<file path="src/rtl/sdram_burst_arbiter.sv">
// Two-agent Avalon-MM burst arbiter: VGA reads have priority, stream writes are
// protected by a streak limit. Optional ARB_STATS_EN adds saturating burst/starvation counters.
module sdram_burst_arbiter #(
  parameter int AW             = 32,
  parameter int DW             = 32,
  parameter int BCW            = 6,
  parameter int MAX_VGA_STREAK = 4
) (
  input  logic              clk,
  input  logic              reset_n,
  input  logic [AW-1:0]     vga_address,
  input  logic              vga_read,
  input  logic [BCW-1:0]    vga_burstcount,
  output logic              vga_waitrequest,
  output logic [DW-1:0]     vga_readdata,
  output logic              vga_readdatavalid,
  input  logic [AW-1:0]     stream_address,
  input  logic              stream_write,
  input  logic [DW-1:0]     stream_writedata,
  input  logic [DW/8-1:0]   stream_byteenable,
  input  logic [BCW-1:0]    stream_burstcount,
  output logic              stream_waitrequest,
  output logic [AW-1:0]     sdram_address,
  output logic              sdram_read,
  output logic              sdram_write,
  output logic [DW-1:0]     sdram_writedata,
  output logic [DW/8-1:0]   sdram_byteenable,
  output logic [BCW-1:0]    sdram_burstcount,
  input  logic [DW-1:0]     sdram_readdata,
  input  logic              sdram_readdatavalid,
  input  logic              sdram_waitrequest,
  output logic              grant_vga,
  output logic              grant_stream,
`ifdef ARB_STATS_EN
  output logic [15:0]       stat_vga_bursts,
  output logic [15:0]       stat_stream_bursts,
  output logic [15:0]       stat_starve_events,
`endif
  output logic [1:0]        arb_state
);

  localparam int SW = 4;

  typedef enum logic [1:0] {
    IDLE    = 2'd0,
    RD_CMD  = 2'd1,
    RD_DATA = 2'd2,
    WR      = 2'd3
  } state_t;

  state_t         state_q, state_d;
  logic [BCW-1:0] beat_q, beat_d;
  logic [BCW-1:0] len_q, len_d;
  logic [SW-1:0]  streak_q, streak_d;
  logic           streak_full;
  logic [BCW-1:0] vga_len, stream_len, wr_len;

  // A burstcount of zero is treated as a single beat.
  assign vga_len     = (vga_burstcount == '0) ? BCW'(1) : vga_burstcount;
  assign stream_len  = (stream_burstcount == '0) ? BCW'(1) : stream_burstcount;
  assign wr_len      = (beat_q == '0) ? stream_len : len_q;
  assign streak_full = (streak_q == SW'(MAX_VGA_STREAK));

  always_ff @(posedge clk or negedge reset_n) begin
    if (!reset_n) begin
      state_q  <= IDLE;
      beat_q   <= '0;
      len_q    <= '0;
      streak_q <= '0;
    end else begin
      state_q  <= state_d;
      beat_q   <= beat_d;
      len_q    <= len_d;
      streak_q <= streak_d;
    end
  end

  always_comb begin
    state_d            = state_q;
    beat_d             = beat_q;
    len_d              = len_q;
    streak_d           = streak_q;
    vga_waitrequest    = 1'b1;
    stream_waitrequest = 1'b1;
    sdram_read         = 1'b0;
    sdram_write        = 1'b0;
    sdram_address      = '0;
    sdram_writedata    = '0;
    sdram_byteenable   = '1;
    sdram_burstcount   = '0;
    case (state_q)
      IDLE: begin
        beat_d = '0;
        if (vga_read && !(stream_write && streak_full)) begin
          state_d = RD_CMD;
          if (stream_write) streak_d = streak_q + SW'(1);
        end else if (stream_write) begin
          state_d  = WR;
          streak_d = '0;
        end
      end
      RD_CMD: begin
        sdram_address    = vga_address;
        sdram_read       = vga_read;
        sdram_burstcount = vga_burstcount;
        vga_waitrequest  = sdram_waitrequest;
        if (sdram_readdatavalid) beat_d = beat_q + BCW'(1);
        if (vga_read && !sdram_waitrequest) begin
          len_d   = vga_len;
          state_d = RD_DATA;
        end
      end
      RD_DATA: begin
        sdram_address    = vga_address;
        sdram_burstcount = vga_burstcount;
        if (sdram_readdatavalid) begin
          if (beat_q == len_q - BCW'(1)) begin
            state_d = IDLE;
            beat_d  = '0;
          end else begin
            beat_d = beat_q + BCW'(1);
          end
        end
      end
      WR: begin
        sdram_address      = stream_address;
        sdram_write        = stream_write;
        sdram_writedata    = stream_writedata;
        sdram_byteenable   = stream_byteenable;
        sdram_burstcount   = stream_burstcount;
        stream_waitrequest = sdram_waitrequest;
        // Length is captured from the first accepted beat; gaps keep the grant.
        if (stream_write && !sdram_waitrequest) begin
          if (beat_q == '0) len_d = stream_len;
          if (beat_q == wr_len - BCW'(1)) begin
            state_d = IDLE;
            beat_d  = '0;
          end else begin
            beat_d = beat_q + BCW'(1);
          end
        end
      end
      default: state_d = IDLE;
    endcase
  end

  assign grant_vga         = (state_q == RD_CMD) || (state_q == RD_DATA);
  assign grant_stream      = (state_q == WR);
  assign vga_readdata      = grant_vga ? sdram_readdata : '0;
  assign vga_readdatavalid = grant_vga & sdram_readdatavalid;
  assign arb_state         = state_q;

`ifdef ARB_STATS_EN
  logic vga_done, stream_done, starve_grant;
  assign vga_done     = (state_q == RD_DATA) && (state_d == IDLE);
  assign stream_done  = (state_q == WR) && (state_d == IDLE);
  assign starve_grant = (state_q == IDLE) && (state_d == WR) && vga_read;

  always_ff @(posedge clk or negedge reset_n) begin
    if (!reset_n) begin
      stat_vga_bursts    <= '0;
      stat_stream_bursts <= '0;
      stat_starve_events <= '0;
    end else begin
      if (vga_done && stat_vga_bursts != '1) stat_vga_bursts <= stat_vga_bursts + 16'd1;
      if (stream_done && stat_stream_bursts != '1) stat_stream_bursts <= stat_stream_bursts + 16'd1;
      if (starve_grant && stat_starve_events != '1) stat_starve_events <= stat_starve_events + 16'd1;
    end
  end
`endif

endmodule

</file>
<file path="config.mk">
export PLATFORM = sky130hd
export DESIGN_NAME = sdram_burst_arbiter
export DESIGN_NICKNAME = d
export VERILOG_FILES = /design/src/rtl/sdram_burst_arbiter.sv
export SDC_FILE = /design/constraint.sdc
export NUM_CORES = 1
export LEC_CHECK = 0
export BUFFER_PORTS_ARGS = -buffer_cell sky130_fd_sc_hd__buf_2
export CAP_MARGIN = 20
export CORE_AREA = 2 2 102 104
export CTS_CLUSTER_DIAMETER = 50
export DETAILED_ROUTE_END_ITERATION = 12
export DIE_AREA = 0 0 104 106
export GPL_TIMING_DRIVEN = 0
export HOLD_SLACK_MARGIN = 0.02
export SLEW_MARGIN = 20
export SYNTH_ARGS = -nofsm -noshare
export SYNTH_HDL_FRONTEND = slang
export SYNTH_SLANG_ARGS = --single-unit
</file>
<file path="constraint.sdc">
create_clock -name clk -period 3.12 [get_ports clk]
set_clock_uncertainty 0.05 [all_clocks]
set_input_delay 0.624 -clock clk [delete_from_list [all_inputs] [get_ports clk]]
set_output_delay 0.624 -clock clk [all_outputs]
set_load 0.005 [all_outputs]
</file>
* Word-level counts from Yosys, hierarchy flattened *
Index checks and enable logic that the tools add are counted.

storage, ports and cells
  register bits = 18
  input bits = 150
  output and inout port bits = 115
  logic and storage cells = 71

cells by class
  $add $sub $neg = 4
  eq/ne operators = 13
  mux-type cells = 32
  bitwise gates (word level) = 1
  reduce and logical (&&, ||, !) cells = 17

operators with widths
  operator             count
  $mux 32              2
  $pmux 32 s2          1
  $mux 6               10
  $pmux 6 s2           2
  $pmux 6 s4           1
  $logic_not 6->1      3
  $mux 4               4
  $mux 2               7
  $eq 6x6->1           2
  $sub 6x1->6 const B  2
  $ne 2x2->1 const B   4
  $pmux 2 s4           1
  $add 6x1->6 const B  1
  $reduce_and 3->1     2
  $reduce_and 6->1     1
  $add 4x1->4 const B  1
  $eq 2x2->1 const B   2
  $eq 4x3->1 const B   1
  $logic_and 1x1->1    4
  $mux 1               4
  $ne 2x1->1 const B   2
  $ne 3x3->1 const B   1
  $eq 2x1->1 const B   1
  $logic_not 1->1      2
  other kinds (6)      6

* Depth between registers and ports, before layout *
Gate-level depths: netlist (run 1).

  depth in word-level cells = 8
  gate-level depth with buffers = 12
  depth with buffers taken out = 12

* Least setup slack after synthesis (run 1) *
OpenSTA, ideal clock, no wires.

  path type = flip-flop to flip-flop
  start point = register beat_q[0]
  end point = register state_q[0], in the netlist arb_state[0]
  library setup time = 0.125 ns
  data arrival time = 3.072 ns
  data required time = 2.945 ns
  setup slack = -0.127 ns
  cell stages (with the launch flop) = 13
  buffers on the path = 0
  period minus slack after synthesis = 3.247 ns
  cell sequence = dfrtp_1 inv_1 ha_1 nor3b_1 nand2_2 mux2_2 ha_1 a21boi_2 xor2_1 and4_4 nand2_4 a221o_2 mux2_4

on the way
  longest elaborated chain between the ends = 6
  elaborated cells on any way between the ends = 8
  classes of those cells = add/sub (1); eq/ne (4); mux (1); reduce/logical (2)

ends and longest elaborated chain
  item                          RTL line  source
  from (decl)                   52        logic [BCW-1:0] beat_q, beat_d;
  from (signal assigned)        72        beat_q <= beat_d;
  $logic_not 6->1               61        assign wr_len = (beat_q == '0) ? stream_len : len_q;
  $mux 6                        n/a
  $sub 6x1->6                   135       if (beat_q == wr_len - BCW'(1)) begin
  $eq 6x6->1                    135
  $ne 2x1->1 (no line)          n/a
  $reduce_and 6->1 (no line) *  n/a
  to (signal assigned)          71        state_q <= state_d;
  to (decl)                     51        state_t state_q, state_d;

Mark *: on every way between the ends. The rest lies on a longest branch, timed or not.
A chain may end at the register's enable or synchronous reset.

* Worst setup path in the final report (run 1) *
Ends and elaborated chain as after synthesis.

==> results of run 1 <==
## how the worst max path moves through the flow
stage          depth (start not counted)                      from                       end
3_3_place_gp                          12     beat_q[0]$_DFFE_PN0P_  arb_state[0]$_DFFE_PN0P_
2_1_floorplan                         12     beat_q[0]$_DFFE_PN0P_  arb_state[0]$_DFFE_PN0P_
5_1_grt                               12     beat_q[0]$_DFFE_PN0P_     beat_q[5]$_DFFE_PN0P_
6_report                              12     beat_q[0]$_DFFE_PN0P_  arb_state[0]$_DFFE_PN0P_
3_5_place_dp                          12     beat_q[0]$_DFFE_PN0P_  arb_state[0]$_DFFE_PN0P_
4_1_cts                                7  arb_state[0]$_DFFE_PN0P_          sdram_address[5]
## kinds of logic (layout without fill, tap and decap cells)
family	after synthesis	after routing	share of synthesized area, %
flops	18	18	17.7
buf+inv	43	316	6.74
fa+ha+maj	11	11	5.41
xor+xnor	15	15	5.16
other cells	0	2	0
simple gates	180	180	37.6
mux	9	9	3.83
compound gates	87	87	23.5
## report_power, final
part / switching, mW / internal, mW
registers: 0.0971 / 0.312
logic: 1.83 / 1.38
clock network: 0.0902 / 0.113
## layout make-up
class                           instances  area share (%)
Tap cell                              136            4.06
Multi-Input combinational cell        302            47.0
Buffer                                 26            2.81
Clock buffer                            4            1.32
Inverter                               17            1.52
Sequential cell                        18            10.8
Timing Repair Buffer                  269            32.4
Antenna cell                            2           0.120
## cells in the mapped netlist (3+ instances only)
| master | instances |
|---|---|
| sky130_fd_sc_hd__nand2_1 | 17 |
| sky130_fd_sc_hd__nor2_1 | 55 |
| sky130_fd_sc_hd__dfrtp_1 | 18 |
| sky130_fd_sc_hd__nor3_1 | 7 |
| sky130_fd_sc_hd__xor2_1 | 4 |
| sky130_fd_sc_hd__ha_1 | 11 |
| sky130_fd_sc_hd__a22oi_1 | 38 |
| sky130_fd_sc_hd__mux2i_1 | 6 |
| sky130_fd_sc_hd__xnor2_1 | 11 |
| sky130_fd_sc_hd__o21ai_0 | 15 |
| sky130_fd_sc_hd__a21oi_1 | 6 |
| sky130_fd_sc_hd__nand3_1 | 8 |
| sky130_fd_sc_hd__inv_1 | 17 |
| sky130_fd_sc_hd__nand4_1 | 3 |
| sky130_fd_sc_hd__a211oi_1 | 4 |
| sky130_fd_sc_hd__and2_1 | 67 |
| sky130_fd_sc_hd__clkbuf_1 | 22 |
| sky130_fd_sc_hd__o22ai_1 | 7 |
| sky130_fd_sc_hd__nand2b_1 | 8 |
| sky130_fd_sc_hd__o31ai_1 | 3 |
## repair_timing
action | CTS | global route
resized for setup | 10 | 14
setup buffers | 4 | 0
hold buffers | 0 | 0
setup endpoints to repair | 36 | 42
pin swaps | 1 | 1
## registers in the layout, indices dropped and copies added (netlist names)
register,count
streak_q,4
beat_q,6
len_q,6
arb_state,2
## layer usage
layer | track usage, % | routed length (um) | up-vias
met1 | 29.6 | 5730 | 1797
li1 | - | - | 1814
met3 | 6.81 | 1250 | 19
met5 | 0 | 0 | -
met2 | 41.9 | 6870 | 186
met4 | 6.08 | 281 | 0
## per-stage QoR
stage               hold WS (ns)  power (mW)  TNS, ns  util [%]  cells
floorplan                  0.278        2.16        0         -    363
global placement           0.412        3.48    -1.17      40.4    763
detailed placement         0.410        3.51    -1.57      40.5    764
CTS                        0.260        3.80        0      41.6    772
global route               0.272        4.18        0      41.8    773
finish                     0.238        3.83        0      41.9    774
==> metrics, run 1 <==
outcome=completed; GRT Residual Overflow=0; leak pwr=~2.3 nW; PD cells=approximately 910 nW/um2; CTS tree=yes; clock-pin slew on the worst setup and hold paths=~0.080 ns; max-cap viol count=0; biggest cell delay along the critical path=roughly 0.42 ns; primary flip-flop cell chosen by synthesis mapping=sky130_fd_sc_hd__dfrtp_1; number of hold violations in the final report=0; Die H=~110 um; share of the cycle needed by the critical path after routing=a little under 100%; total I/O pin count=between 200 and 300; H-tree level count=1; unrepaired setup endpoints after global routing=false; Worst Path Max Fanout=4; multi-input logic area=just under 2000 um2; post-detailed-route DRC marker count=0; worst reg2reg setup slack=between 0.09 and 0.1 ns; x dimension of the die=104 um; Syn Area/Cell=between 7 and 8 um2; worst setup margin=0.0969 ns; total of fill cells in the finished design=1122; Critical R2R Capture=arb_state[0]$_DFFE_PN0P_; Placement Cell Area=~4000 um2; number of antenna violations at the first check in global routing=1; area fraction of the dominant cell type after synthesis=about 18%; count of port buffers added during placement=roughly 260; cell taking the most area after synthesis=sky130_fd_sc_hd__dfrtp_1; largest net degree at the start of global routing=19; most used cells in the layout excluding fill and tap cells=sky130_fd_sc_hd__buf_2, sky130_fd_sc_hd__and2_1, sky130_fd_sc_hd__nor2_1, sky130_fd_sc_hd__a22oi_1, sky130_fd_sc_hd__nand2_1; sequential area share after synthesis=roughly 18%; Synth Warn #=0; type of the most critical hold path=in -> async; Clock Tree Root=sky130_fd_sc_hd__clkbuf_8; critical path class=reg -> reg; crit path cell chain=inv_2 -> ha_4 -> nor3b_4 -> nand2_4 -> mux2_4 -> ha_2 -> a21boi_2 -> xor2_1 -> and4_4 -> nand2_4 -> a221o_2 -> mux2_4; Detailed Place HPWL=11.9 mm; Slowest-stage cell, CP=sky130_fd_sc_hd__dfrtp_2; Layout Cell Area excl Fill=between 4000 and 5000 um2; EDFF count, synth=0; FFs w/ async S/R, synth=100%; number of pins exceeding their max-slew limit in the final report=0; category of cells accounting for the largest share of critical-path delay=simple AND/OR/NAND/NOR gates; via count=3816; Initial Utilization=about a quarter; setup slack after placement=-0.243 ns; CTS buffer count=3; Reg area=453 um2; combined buffer and inverter count along the critical path=1; post-detailed-routing wire length=about 14 mm; num rows=37; transition time at the pin with the least slew margin=around 0.64 ns; VDD IR max=around 460 uV; required time of the worst setup path=about 3.2 ns; flops & latches, synth=18; maximum buffer depth of the clock tree=2; kind of start point of the critical path=flip-flop; area of the die=11000 um2; area growth from synthesis to layout=64.5%; leading cell type in the layout, fill and taps excluded=sky130_fd_sc_hd__buf_2; net count after synthesis=~520; share of cells above drive strength 1=between 40% and 50%; post-synthesis instance total=around 360; Tot GR Track Use=around a quarter; Detailed Route Iter0 Violations=slightly above 300; final setup violation count=0; Final Net Count=798; count of distinct cell types in the synthesized netlist=49; routed length per placed instance=between 15 and 20 um; CTS sink cnt=18; CP Capture Type=flip-flop; wire length of the first global-routing pass=approximately 21 mm; Post-Syn Area=2540 um2; detailed-routing iteration count for the pre-antenna-repair pass=5; Register-to-Register Path Depth=12; vias in the first global route=~3700; average via count per standard cell=~4.9; Fmax=approximately 0.33 GHz; data arrival at the endpoint of the critical path=about 3.1 ns; Critical R2R Launch=beat_q[0]$_DFFE_PN0P_; area inside the core boundary=approximately 10000 um2; clock latency of the later-clocked register in the worst-skew pair=approximately 0.26 ns; Slew HR=57.2%; cell types occupying the most area after synthesis=sky130_fd_sc_hd__dfrtp_1, sky130_fd_sc_hd__and2_1, sky130_fd_sc_hd__a22oi_1, sky130_fd_sc_hd__nor2_1, sky130_fd_sc_hd__ha_1; fin crit period=just over 3 ns; GP Congestion=0.903; number of nets still failing antenna checks after routing=0
No activity file was read; power rests on OpenSTA's default activity.
==> run 2, diff against run 1 <==
--- a/config.mk
+++ b/config.mk
@@ -13,6 +13,7 @@
 export DIE_AREA = 0 0 104 106
 export GPL_TIMING_DRIVEN = 0
 export HOLD_SLACK_MARGIN = 0.02
+export REMOVE_ABC_BUFFERS = 1
 export SLEW_MARGIN = 20
 export SYNTH_ARGS = -nofsm -noshare
 export SYNTH_HDL_FRONTEND = slang
==> run 2 against run 1 <==
  * Critical endpoint unchanged
  * Setup slack worse by 0.037 ns
  * Clock-buffer cell count unchanged
  * Core utilization decreased by 0.41 points
  * Sequential cell count did not move
  * Critical path depth did not move
  * Combinational power decreased by 6.9%
  * Largest power group unchanged
  * Fmax decreased by 1.2%
==> metrics, run 2 (same netlist as run 1, synthesis figures left out) <==
outcome=completed; multi-input logic area=2000 um2; Placement Cell Area=between 3000 and 4000 um2; area inside the core boundary=between 9000 and 10000 um2; clock latency of the later-clocked register in the worst-skew pair=0.26 ns; x dimension of the die=roughly 100 um; fin cells=~750; critical path class=reg -> reg; Fmax=~0.33 GHz; leading cell type in the layout, fill and taps excluded=sky130_fd_sc_hd__buf_2; type of the most critical hold path=in -> async; share of the cycle needed by the critical path after routing=98.1%; detailed-routing iteration count for the pre-antenna-repair pass=6; maximum buffer depth of the clock tree=2; GP Congestion=~0.87; Cells after DPL=~740; GRT Residual Overflow=0; vias in the first global route=3329; routed length per placed instance=16.4 um; data arrival at the endpoint of the critical path=3.16 ns; wire length of the first global-routing pass=around 18 mm; Tot GR Track Use=20.5%; required time of the worst setup path=3.22 ns; clock-pin slew on the worst setup and hold paths=~0.08 ns; number of pins exceeding their max-slew limit in the final report=0; kind of start point of the critical path=flip-flop; PD cells=just under 900 nW/um2; total I/O pin count=roughly 270; Register-to-Register Path Depth=12; final setup TNS=0 ns; Regs by FF count=beat_q: 6 flops, len_q: 6 flops, streak_q: 4 flops; Worst Path Max Fanout=4; post-detailed-route DRC marker count=0; H-tree level count=1; CP Capture Type=flip-flop; Detailed Route Iter0 Violations=roughly 190; fin crit period=3.06 ns; setup slack after placement=-0.540 ns; Detailed Place HPWL=between 9 and 10 mm; Final Net Count=just under 800; area of the die=~11000 um2; CTS sink cnt=18; unrepaired setup endpoints after global routing=false; post-detailed-routing wire length=roughly 12 mm; Layout Cell Area excl Fill=~4100 um2; CTS tree=yes; count of port buffers added during placement=between 200 and 300; average via count per standard cell=4.84; largest net degree at the start of global routing=73; Critical R2R Capture=arb_state[0]$_DFFE_PN0P_; total of fill cells in the finished design=1058; CTS buffer count=3; final core occ=roughly two fifths; Critical R2R Launch=beat_q[1]$_DFFE_PN0P_; via count=roughly 3700; Reg area=453 um2; max-cap viol count=0; Clock Tree Root=sky130_fd_sc_hd__clkbuf_8; Slew HR=16.7%; total power consumption of the routed design=3.62 mW; number of nets still failing antenna checks after routing=0; share of cells above drive strength 1=between 40% and 50%; worst hold slack after final layout=about 0.25 ns; worst setup margin=about 0.06 ns; number of antenna violations at the first check in global routing=8; leak pwr=approximately 2.3 nW; num rows=37; most used cells in the layout excluding fill and tap cells=sky130_fd_sc_hd__buf_2, sky130_fd_sc_hd__and2_1, sky130_fd_sc_hd__nor2_1, sky130_fd_sc_hd__a22oi_1, sky130_fd_sc_hd__nand2_1; number of hold violations in the final report=0; worst reg2reg setup slack=about 0.060 ns; VDD IR max=roughly 570 uV; Die H=~110 um; final setup violation count=0; area growth from synthesis to layout=62.9%; transition time at the pin with the least slew margin=about 1.2 ns; Initial Utilization=between 20 and 30%
[run 2: where the power goes]
part	total [mW]	internal, mW	switching, mW
sequential	0.427	0.312	0.115
clock	0.202	0.112	0.0894
combinational	2.99	1.40	1.59
total	3.62	1.83	1.79
[run 2: worst max-delay path by stage]
stage | startpoint | endpoint | slack [ns] | cells past startpoint
2_1_floorplan | arb_state[0]$_DFFE_PN0P_ | len_q[2]$_DFFE_PN0P_ | -0.21 | 6
3_3_place_gp | arb_state[0]$_DFFE_PN0P_ | len_q[4]$_DFFE_PN0P_ | -1.45 | 6
3_5_place_dp | beat_q[0]$_DFFE_PN0P_ | arb_state[0]$_DFFE_PN0P_ | -0.54 | 12
4_1_cts | beat_q[0]$_DFFE_PN0P_ | arb_state[0]$_DFFE_PN0P_ | 0.008 | 12
5_1_grt | beat_q[1]$_DFFE_PN0P_ | arb_state[0]$_DFFE_PN0P_ | 0.003 | 12
6_report | beat_q[1]$_DFFE_PN0P_ | arb_state[0]$_DFFE_PN0P_ | 0.06 | 12
[run 2: worst max-delay path: stages (launching register included)]
cell and delay [ns]:
sky130_fd_sc_hd__dfrtp_2 0.42, sky130_fd_sc_hd__inv_2 0.08, sky130_fd_sc_hd__ha_4 0.13, sky130_fd_sc_hd__nor3b_4 0.24, sky130_fd_sc_hd__nand2_4 0.11, sky130_fd_sc_hd__mux2_4 0.34, sky130_fd_sc_hd__ha_4 0.17, sky130_fd_sc_hd__a21boi_2 0.15
sky130_fd_sc_hd__xor2_1 0.19, sky130_fd_sc_hd__and4_4 0.28, sky130_fd_sc_hd__nand2_4 0.06, sky130_fd_sc_hd__a221o_2 0.41, sky130_fd_sc_hd__mux2_4 0.30
[run 2: metal layers]
metal	part of all wire, %	up-vias	GRT usage [%]
li1	-	1771	-
met1	38	1665	23.1
met2	50	202	36.8
met3	10	13	8.52
met4	1.1	2	3.57
met5	0.10	-	0
[run 2: cell type report]
class	instances	share of cell area, %
antenna	5	0.302
clock buffer	4	1.33
inverter	17	1.54
multi-input combinational	302	48.2
sequential	18	10.9
tap	136	4.11
timing repair buffer	272	33.6
[run 2: what timing repair did]
| item | in CTS | in global routing |
|---|---|---|
| pin swaps | 2 | 2 |
| resized for setup | 7 | 6 |
| endpoints found under the setup margin | 8 | 8 |
| hold buffers | 0 | 0 |
| hold endpoints to repair | 0 | 0 |
| setup buffers | 6 | 1 |
==> run 3, diff against run 2 <==
--- a/config.mk
+++ b/config.mk
@@ -11,8 +11,10 @@
 export CTS_CLUSTER_DIAMETER = 50
 export DETAILED_ROUTE_END_ITERATION = 12
 export DIE_AREA = 0 0 104 106
+export GPL_ROUTABILITY_DRIVEN = 0
 export GPL_TIMING_DRIVEN = 0
 export HOLD_SLACK_MARGIN = 0.02
+export PLACE_DENSITY_LB_ADDON = 0.25
 export REMOVE_ABC_BUFFERS = 1
 export SLEW_MARGIN = 20
 export SYNTH_ARGS = -nofsm -noshare
==> run 3 against run 2 <==
  * Hold slack better by 0.0014 ns
  * Total power increased by 2.8%
  * Clock power fell by 12%
  * Sequential share of layout area decreased by 0.053 points
  * Fmax rose by 0.32%
  * Setup slack better by 0.0097 ns
  * Cell area increased by 0.21%
  * Clock-buffer cell count fell by 1
  * Combinational power is 4% higher
  * Highest routed layer unchanged
  * Via count up 0.41%
  * Sequential cell count is the same
==> metrics, run 3 (same netlist as run 1, synthesis figures left out) <==
transition time at the pin with the least slew margin=0.782 ns; number of pins exceeding their max-slew limit in the final report=0; post-detailed-routing wire length=~13 mm; routed length per placed instance=roughly 17 um; final core occ=41.5%; data arrival at the endpoint of the critical path=roughly 3.2 ns; CTS tree=yes; Clock Tree Root=sky130_fd_sc_hd__clkbuf_8; total of fill cells in the finished design=between 1000 and 1500; ant diodes=0; leading cell type in the layout, fill and taps excluded=sky130_fd_sc_hd__buf_2; CTS sink cnt=18; vias in the first global route=approximately 3400; Die H=between 100 and 150 um; Worst Path Max Fanout=4; critical path class=reg -> reg; share of cells above drive strength 1=about half; max-cap viol count=0; outcome=completed; fin crit period=3.05 ns; detailed-routing iteration count for the pre-antenna-repair pass=5; Layout Cell Area excl Fill=roughly 4200 um2; x dimension of the die=roughly 100 um; GRT Residual Overflow=0; via count=3668; CP Capture Type=flip-flop; required time of the worst setup path=3.23 ns; setup slack after placement=-0.507 ns; wire length of the first global-routing pass=around 19 mm; type of the most critical hold path=in -> async; final setup TNS=0 ns; share of the cycle needed by the critical path after routing=97.8%; maximum buffer depth of the clock tree=2; largest net degree at the start of global routing=~50; area inside the core boundary=about 10000 um2; most used cells in the layout excluding fill and tap cells=sky130_fd_sc_hd__buf_2, sky130_fd_sc_hd__and2_1, sky130_fd_sc_hd__nor2_1, sky130_fd_sc_hd__a22oi_1; area growth from synthesis to layout=63.2%; Slew HR=a little under half; PD cells=approximately 900 nW/um2; total power consumption of the routed design=3.72 mW; Final Net Count=around 780; number of antenna violations at the first check in global routing=1; Initial Utilization=25.5%; num rows=37; kind of start point of the critical path=flip-flop; number of hold violations in the final report=0; Fmax=roughly 0.33 GHz; clock latency of the later-clocked register in the worst-skew pair=0.26 ns; average via count per standard cell=4.88; CTS buffer count=3; Regs by FF count=beat_q: 6 flops, len_q: 6 flops, streak_q: 4 flops; Detailed Place HPWL=~10 mm; Tot GR Track Use=a little over a fifth; unrepaired setup endpoints after global routing=true; VDD IR max=around 1000 uV; number of nets still failing antenna checks after routing=0; count of port buffers added during placement=between 200 and 300; Detailed Route Iter0 Violations=around 180; post-detailed-route DRC marker count=0; final setup violation count=0; area of the die=roughly 11000 um2; worst setup margin=0.0695 ns; total I/O pin count=~270; clock-pin slew on the worst setup and hold paths=about 0.08 ns; H-tree level count=1; Placement Cell Area=~4000 um2; leak pwr=2.29 nW
[run 3: final cells by class]
| cell class | instances | area [um2] | share of cell area [%] |
|---|---|---|---|
| clock buffer | 3 | 41.3 | 0.994 |
| multi-input combinational | 302 | 2000 | 48.2 |
| inverter | 17 | 63.8 | 1.54 |
| tap | 136 | 170 | 4.10 |
| sequential | 18 | 452 | 10.9 |
| timing repair buffer | 275 | 1430 | 34.3 |
[run 3: power by group]
| group | switching, mW | leakage, nW | internal [mW] |
|---|---|---|---|
| sequential | 0.111 | 0.228 | 0.312 |
| clock | 0.0920 | 0.0216 | 0.0863 |
| combinational | 1.68 | 2.04 | 1.44 |
[run 3: repair_timing]
| action | in CTS | in global routing |
|---|---|---|
| endpoints found under the setup margin | 8 | 12 |
| hold buffers | 0 | 0 |
| pin swaps | 2 | 1 |
| setup buffers | 6 | 2 |
| gates resized for setup | 5 | 8 |
[run 3: metal layers]
metal  GRT usage (%)  vias up  share of wire (%)
li1                -     1769                  -
met1            25.8     1723                 40
met2            38.5      164                 51
met3            4.29       10                7.3
met4            5.12        2                1.4
met5               0        -               0.10
[run 3: worst max-delay path, cell delays in order (launching register included)]
cell and delay (ns):
sky130_fd_sc_hd__dfrtp_1 0.40, sky130_fd_sc_hd__inv_1 0.11, sky130_fd_sc_hd__ha_4 0.14, sky130_fd_sc_hd__nor3b_4 0.24, sky130_fd_sc_hd__nand2_4 0.10, sky130_fd_sc_hd__mux2_4 0.34, sky130_fd_sc_hd__ha_4 0.18, sky130_fd_sc_hd__xnor2_2 0.13
sky130_fd_sc_hd__xnor2_1 0.19, sky130_fd_sc_hd__and4_4 0.28, sky130_fd_sc_hd__nand2_4 0.06, sky130_fd_sc_hd__a221o_2 0.42, sky130_fd_sc_hd__mux2_4 0.30
[run 3: through the flow]
step / hold WS [ns] / cells
6_report: 0.251 / 751
3_3_place_gp: 0.416 / 737
3_5_place_dp: 0.414 / 740
2_1_floorplan: 0.278 / 337
5_1_grt: 0.281 / 751
4_1_cts: 0.278 / 749
[run 3: worst paths after layout]
| kind | startpoint | end | slack [ns] | cells past startpoint |
|---|---|---|---|---|
| min | reset_n | streak_q[3]$_DFFE_PN0P_ | 0.25 | 1 |
| min reg2reg | streak_q[3]$_DFFE_PN0P_ | streak_q[3]$_DFFE_PN0P_ | 0.43 | 1 |
| min in group clk | streak_q[3]$_DFFE_PN0P_ | streak_q[3]$_DFFE_PN0P_ | 0.43 | 1 |
| max reg2reg | beat_q[1]$_DFFE_PN0P_ | arb_state[0]$_DFFE_PN0P_ | 0.07 | 12 |
| max in group asynchronous | reset_n | beat_q[0]$_DFFE_PN0P_ | 2.43 | 1 |
| max | beat_q[1]$_DFFE_PN0P_ | arb_state[0]$_DFFE_PN0P_ | 0.07 | 12 |
